[src/rtl/id_hazard_if.sv]
// Decode-stage hazard bus: ID/EX hazard inputs in, pipeline sequencing controls and statistics out.
interface id_hazard_if #(parameter int CNT_W = 32);
  logic [4:0]       id_rs1_addr;
  logic [4:0]       id_rs2_addr;
  logic [4:0]       ex_rd_addr;
  logic             ex_mem_read;
  logic             ex_branch_taken;
  logic             imem_busy;
  logic             dmem_busy;
  logic             pc_write;
  logic             ifid_write;
  logic             ifid_flush;
  logic             ctrl_flush;
  logic             pipe_freeze;
  logic [1:0]       state;
  logic             mem_timeout;
  logic [CNT_W-1:0] stall_cycles;
  logic [CNT_W-1:0] flush_count;

  modport master (
    output id_rs1_addr, id_rs2_addr, ex_rd_addr, ex_mem_read, ex_branch_taken,
           imem_busy, dmem_busy,
    input  pc_write, ifid_write, ifid_flush, ctrl_flush, pipe_freeze,
           state, mem_timeout, stall_cycles, flush_count
  );

  modport slave (
    input  id_rs1_addr, id_rs2_addr, ex_rd_addr, ex_mem_read, ex_branch_taken,
           imem_busy, dmem_busy,
    output pc_write, ifid_write, ifid_flush, ctrl_flush, pipe_freeze,
           state, mem_timeout, stall_cycles, flush_count
  );
endinterface

[src/rtl/id_hazard_ctrl.sv]
// Hazard controller around decode: load-use stalls, redirect flushes, memory-wait freezes, stats.
module id_hazard_ctrl #(
  parameter int BRANCH_PENALTY = 1,
  parameter int MEM_TIMEOUT    = 255,
  parameter int CNT_W          = 32
) (
  input logic         clk,
  input logic         rst,
  id_hazard_if.slave  hz
);
  localparam int PW = (BRANCH_PENALTY > 1) ? $clog2(BRANCH_PENALTY) : 1;
  localparam int BW = (MEM_TIMEOUT > 1) ? $clog2(MEM_TIMEOUT + 1) : 1;
  localparam logic [PW-1:0] PEN_LD = PW'(BRANCH_PENALTY - 1);
  localparam logic [BW-1:0] MT     = BW'(MEM_TIMEOUT);

  typedef enum logic [1:0] {RUN = 2'd0, MEM_WAIT = 2'd1, FLUSH = 2'd2} st_t;

  st_t              state_q, state_nxt;
  logic [PW-1:0]    pen_q, pen_nxt;
  logic [BW-1:0]    busy_q, busy_inc;
  logic             to_q;
  logic [CNT_W-1:0] stall_q, flush_q;
  logic             busy, lu, redir;
  logic             pc_we, ifid_we, ifid_fl, ctrl_fl, freeze;

  assign busy = hz.imem_busy | hz.dmem_busy;
  assign lu   = hz.ex_mem_read && (hz.ex_rd_addr != 5'd0) &&
                ((hz.ex_rd_addr == hz.id_rs1_addr) || (hz.ex_rd_addr == hz.id_rs2_addr));
  assign busy_inc = (busy_q == MT) ? busy_q : busy_q + 1'b1;

  // Priority: reset > busy > pending flush > redirect > load-use > normal.
  always_comb begin
    pc_we     = 1'b1;
    ifid_we   = 1'b1;
    ifid_fl   = 1'b0;
    ctrl_fl   = 1'b0;
    freeze    = 1'b0;
    redir     = 1'b0;
    state_nxt = state_q;
    pen_nxt   = pen_q;
    if (!rst) begin
      pc_we   = 1'b0;
      ifid_we = 1'b0;
      ifid_fl = 1'b1;
      ctrl_fl = 1'b1;
    end else if (busy) begin
      pc_we   = 1'b0;
      ifid_we = 1'b0;
      freeze  = 1'b1;
      if (state_q == RUN) state_nxt = MEM_WAIT;
    end else if (state_q == FLUSH) begin
      ifid_fl = 1'b1;
      ctrl_fl = 1'b1;
      pen_nxt = pen_q - 1'b1;
      if (pen_q == PW'(1)) state_nxt = RUN;
    end else if (hz.ex_branch_taken) begin
      ifid_fl = 1'b1;
      ctrl_fl = 1'b1;
      redir   = 1'b1;
      if (BRANCH_PENALTY > 1) begin
        pen_nxt   = PEN_LD;
        state_nxt = FLUSH;
      end else begin
        state_nxt = RUN;
      end
    end else if (lu) begin
      pc_we     = 1'b0;
      ifid_we   = 1'b0;
      ctrl_fl   = 1'b1;
      state_nxt = RUN;
    end else begin
      state_nxt = RUN;
    end
  end

  always_ff @(posedge clk) begin
    if (!rst) begin
      state_q <= RUN;
      pen_q   <= '0;
      busy_q  <= '0;
      to_q    <= 1'b0;
      stall_q <= '0;
      flush_q <= '0;
    end else begin
      state_q <= state_nxt;
      pen_q   <= pen_nxt;
      busy_q  <= busy ? busy_inc : '0;
      if (busy && (busy_inc == MT)) to_q <= 1'b1;
      if (!pc_we && (stall_q != '1)) stall_q <= stall_q + 1'b1;
      if (redir && (flush_q != '1))  flush_q <= flush_q + 1'b1;
    end
  end

  assign hz.pc_write     = pc_we;
  assign hz.ifid_write   = ifid_we;
  assign hz.ifid_flush   = ifid_fl;
  assign hz.ctrl_flush   = ctrl_fl;
  assign hz.pipe_freeze  = freeze;
  assign hz.state        = state_q;
  assign hz.mem_timeout  = to_q;
  assign hz.stall_cycles = stall_q;
  assign hz.flush_count  = flush_q;
endmodule

[src/flat_wrapper.sv]
// flat-port wrapper written by rule: the top's interface ports become plain ports
module id_hazard_ctrl_flat 
#(
  parameter int BRANCH_PENALTY = 1,
  parameter int MEM_TIMEOUT    = 255,
  parameter int CNT_W          = 32
)
  (clk, rst, hz_id_rs1_addr, hz_id_rs2_addr, hz_ex_rd_addr, hz_ex_mem_read, hz_ex_branch_taken, hz_imem_busy, hz_dmem_busy, hz_pc_write, hz_ifid_write, hz_ifid_flush, hz_ctrl_flush, hz_pipe_freeze, hz_state, hz_mem_timeout, hz_stall_cycles, hz_flush_count);
  id_hazard_if #(.CNT_W(CNT_W)) hz_i ();
  input logic clk;
  input logic rst;
  input wire logic [$bits(hz_i.id_rs1_addr)-1:0] hz_id_rs1_addr;
  input wire logic [$bits(hz_i.id_rs2_addr)-1:0] hz_id_rs2_addr;
  input wire logic [$bits(hz_i.ex_rd_addr)-1:0] hz_ex_rd_addr;
  input wire logic [$bits(hz_i.ex_mem_read)-1:0] hz_ex_mem_read;
  input wire logic [$bits(hz_i.ex_branch_taken)-1:0] hz_ex_branch_taken;
  input wire logic [$bits(hz_i.imem_busy)-1:0] hz_imem_busy;
  input wire logic [$bits(hz_i.dmem_busy)-1:0] hz_dmem_busy;
  output wire logic [$bits(hz_i.pc_write)-1:0] hz_pc_write;
  output wire logic [$bits(hz_i.ifid_write)-1:0] hz_ifid_write;
  output wire logic [$bits(hz_i.ifid_flush)-1:0] hz_ifid_flush;
  output wire logic [$bits(hz_i.ctrl_flush)-1:0] hz_ctrl_flush;
  output wire logic [$bits(hz_i.pipe_freeze)-1:0] hz_pipe_freeze;
  output wire logic [$bits(hz_i.state)-1:0] hz_state;
  output wire logic [$bits(hz_i.mem_timeout)-1:0] hz_mem_timeout;
  output wire logic [$bits(hz_i.stall_cycles)-1:0] hz_stall_cycles;
  output wire logic [$bits(hz_i.flush_count)-1:0] hz_flush_count;
  assign hz_i.id_rs1_addr = hz_id_rs1_addr;
  assign hz_i.id_rs2_addr = hz_id_rs2_addr;
  assign hz_i.ex_rd_addr = hz_ex_rd_addr;
  assign hz_i.ex_mem_read = hz_ex_mem_read;
  assign hz_i.ex_branch_taken = hz_ex_branch_taken;
  assign hz_i.imem_busy = hz_imem_busy;
  assign hz_i.dmem_busy = hz_dmem_busy;
  assign hz_pc_write = hz_i.pc_write;
  assign hz_ifid_write = hz_i.ifid_write;
  assign hz_ifid_flush = hz_i.ifid_flush;
  assign hz_ctrl_flush = hz_i.ctrl_flush;
  assign hz_pipe_freeze = hz_i.pipe_freeze;
  assign hz_state = hz_i.state;
  assign hz_mem_timeout = hz_i.mem_timeout;
  assign hz_stall_cycles = hz_i.stall_cycles;
  assign hz_flush_count = hz_i.flush_count;
  id_hazard_ctrl #(.BRANCH_PENALTY(BRANCH_PENALTY), .MEM_TIMEOUT(MEM_TIMEOUT), .CNT_W(CNT_W)) u_core (.clk(clk), .rst(rst), .hz(hz_i));
endmodule
[config.mk]
export PLATFORM = sky130hd
export DESIGN_NAME = id_hazard_ctrl_flat
export DESIGN_NICKNAME = d
export VERILOG_FILES = /design/src/rtl/id_hazard_if.sv /design/src/rtl/id_hazard_ctrl.sv /design/src/flat_wrapper.sv
export SDC_FILE = /design/constraint.sdc
export NUM_CORES = 1
export LEC_CHECK = 0
export CAP_MARGIN = 5
export CORE_ASPECT_RATIO = 1.1
export CORE_MARGIN = 4
export CORE_UTILIZATION = 35
export CTS_CLUSTER_SIZE = 28
export DETAILED_ROUTE_END_ITERATION = 10
export PLACE_DENSITY_LB_ADDON = 0.3
export SKIP_LAST_GASP = 1
export SYNTH_ARGS = -nofsm -noshare
export SYNTH_HDL_FRONTEND = slang
export SYNTH_SLANG_ARGS = --single-unit
[constraint.sdc]
create_clock -name clk -period 5.7 [get_ports clk]
set_input_delay 1.71 -clock clk [delete_from_list [all_inputs] [get_ports clk]]
set_output_delay 1.71 -clock clk [all_outputs]
set_load 0.005 [all_outputs]
==> impl_metrics.ini <==
[run_status]
status = completed

[place]
placement.io_buffers = 91
place_area_mm2 = 0.00506
number_of_placed_instances_taps_included = 706
place.detailed.hpwl_um = 7620
place.gp.congestion = 0.786

[global_route]
grt_start_max_net_pins = 41
first_global_vias = 3646
global_route.overflow_total = 0
initial_antenna_violation_count = 0
track_usage_pct = 15.7
grt_pass1_wl_um = 17300

[worst_setup_path]
critPathMaxFanout = 10
critical_setup_path_kind = input port to output port
start_kind = input port
required_ps = 3990
worst_setup_path_end_kind = output port
ff2ff_setup_slack_ps = 3310
worstPathArrival_ps = 3870

[final_layout]
drive_gt1_share_pct = 7.34
layout.cells.most_common_list = sky130_fd_sc_hd__clkdlybuf4s50_1, sky130_fd_sc_hd__dfxtp_1, sky130_fd_sc_hd__nand3_1, sky130_fd_sc_hd__nand2_1, sky130_fd_sc_hd__nor2_1
multiInputGateArea_mm2 = 0.00238
n_fill_cell = 1066
design.final.nets = 591
antenna_cells_inserted = 0
finalNonFillerCells = 722
flow.area_growth_from_synthesis_pct = 33.2
regArea_mm2 = 0.00148
layout_commonest_cell = sky130_fd_sc_hd__clkdlybuf4s50_1
fin_area_mm2 = 0.00541

[clocking]
clkSlewWorstSetupHoldPaths_ps = 60
clock_network_latency_to_the_later_pin_of_the_worst_skew_pair_ps = 340
cts_inserted_buffers = 9
cts_resized = 0
clk_path_buf_depth = 2
postCtsSetupRepairBufs = 0
hold_buffers = 0
tritoncts = yes
cts_num_sinks = 74
ctsHtreeMaxLevel = 3
clock_root_buffer = sky130_fd_sc_hd__clkbuf_16

[synthesis]
synth_seq_cells = 74
synthesis.area_mm2 = 0.00406
synth-warning-count = 0
synth_top_flop_cell = sky130_fd_sc_hd__dfxtp_1
syn_inst = 481
syn_area_per_cell_um2 = 8.44
synth.lib_cells_used.distinct = 54
synth-edff-count = 0
synth_sequential_area_ratio_pct = 36.5
syn_nets = 505
fraction_of_registers_with_async_set_reset_pct = 0

[routing]
antenna_violating_nets_post_route = 0
tritonroute_pass_1_iters = 5
route.detailed.vias_per_inst = 5.40
detailedRoute.firstIterationViolations = 165
routed-via-count = 3899
avgRoutedWirePerCell_um = 14.7
drt_wl_total_um = 10600
post-route-drc-count = 0

[timing]
max_freq_ghz = 0.179
setup_skew_ps = 4.51
fin_worst_hold_slack_ps = 468
setup_total_negative_slack_ps = 0
min_period_ps = 5580
final_setup_vio_count = 0
worst_slew_margin_rel_pct = 39.1
tightestPinTransition_ps = 905
min_period_over_period_pct = 97.9
grt_setup_unrepaired = no
finalMaxSlewViolations = 0
final-hold-violation-count = 0

[power_and_ir_drop]
worst_ir_drop_vdd_v = 0.000145
p_leak_nw = 1.87
pwr_density_cell_mw_per_mm2 = 234

[hold_path]
min_path_type = register to register

[die]
die_h_um = 121
top_level_ports = 93
initial_core_util_pct = 35.7
floorplan.core_area_mm2 = 0.0114
die_area_mm2 = 0.0134
fp.dieW_um = 111
core_rows = 41

[run]
max-cap-violations = 0
-- layer usage --
layer | wire [um] | GRT usage, % | vias up
met5 | 0 | 0 | -
met4 | 281 | 8.08 | 0
met3 | 550 | 3.84 | 19
met2 | 5050 | 26.4 | 112
met1 | 4710 | 18.7 | 1836
li1 | - | - | 1932
-- per-stage QoR --
stage / setup WS [ps] / utilization (%) / total power (W)
after detailed placement: 120 / 44.4 / 0.000611
after CTS: 116 / 47.5 / 0.00128
final: 118 / 47.5 / 0.00127
after floorplan: 890 / - / 0.000577
after global routing: 1.65 / 47.5 / 0.00131
after global placement: 142 / 44.4 / 0.000609
-- Yosys cell counts, drive strengths merged, types with 2 or more instances --
cell     n  area, um^2
nor2    35         134
nand3   47         245
and4     8        70.1
or4     20         154
nor4     5        46.3
xnor2   24         210
a31oi    4        25.0
nand2b  16         100
buf     12         113
ha       3        37.5
o21ai   15        75.1
nor3    14        95.1
and3    17         106
xor2     9        78.8
nand2   43         161
a211oi   4        30.0
or3      5        36.3
a21o     3        22.5
a21oi   23         119
mux2i   16         160
and2     9        56.3
o41ai    2        17.5
dfxtp   74        1480
nand4   21         146
o31ai   17         128
clkbuf  12        45.0
inv     10        37.5
nor3b    2        20.0
-- final timing paths --
| path | from | end | depth (start not counted) |
|---|---|---|---|
| setup / recovery | hz_ex_rd_addr[3] | hz_ifid_write | 7 |
| hold / removal | u_core.hz.mem_timeout | u_core.hz.mem_timeout | 2 |
| setup reg to reg | u_core.hz.stall_cycles[3] | u_core.hz.stall_cycles[12] | 7 |
| hold reg to reg | u_core.hz.mem_timeout | u_core.hz.mem_timeout | 2 |
-- final cells by class --
| type | instances | area share [%] |
|---|---|---|
| inverter | 10 | 0.694 |
| timing repair buffer | 99 | 17.9 |
| tap | 150 | 3.47 |
| sequential | 74 | 27.4 |
| multi-input combinational | 373 | 44.1 |
| clock buffer | 11 | 4.67 |
| clock inverter | 5 | 1.85 |
-- critical path: stages --
cell	delay, ps
sky130_fd_sc_hd__clkdlybuf4s50_1	460
sky130_fd_sc_hd__or4_1	530
sky130_fd_sc_hd__o21ai_1	180
sky130_fd_sc_hd__nor2_1	70
sky130_fd_sc_hd__a21o_1	230
sky130_fd_sc_hd__inv_2	160
sky130_fd_sc_hd__clkdlybuf4s50_1	530
-- sequential cells by signal, indices dropped and copies added, names as in the netlist --
| register | count |
|---|---|
| u_core.hz.flush_count | 32 |
| u_core.hz.stall_cycles | 32 |
| u_core.busy_q | 8 |
| u_core.hz.mem_timeout | 1 |
| u_core.hz.state | 1 |
-- power by group --
part           total [W]  switching, W  internal [W]
combinational  0.0000721     0.0000347     0.0000374
clock           0.000667      0.000217      0.000450
sequential      0.000527    0.00000507      0.000522
total            0.00127      0.000257       0.00101
-- cells by family after synthesis --
| logic type | after synthesis | share of synthesized area [%] |
|---|---|---|
| buf+inv | 34 | 4.81 |
| flops | 74 | 36.5 |
| xor+xnor | 33 | 7.12 |
| mux | 16 | 3.94 |
| compound gates | 75 | 12.1 |
| other cells | 1 | 0.0924 |
| simple gates | 245 | 34.5 |
| fa+ha+maj | 3 | 0.925 |
Note: power is estimated with default switching activity, not from simulation.
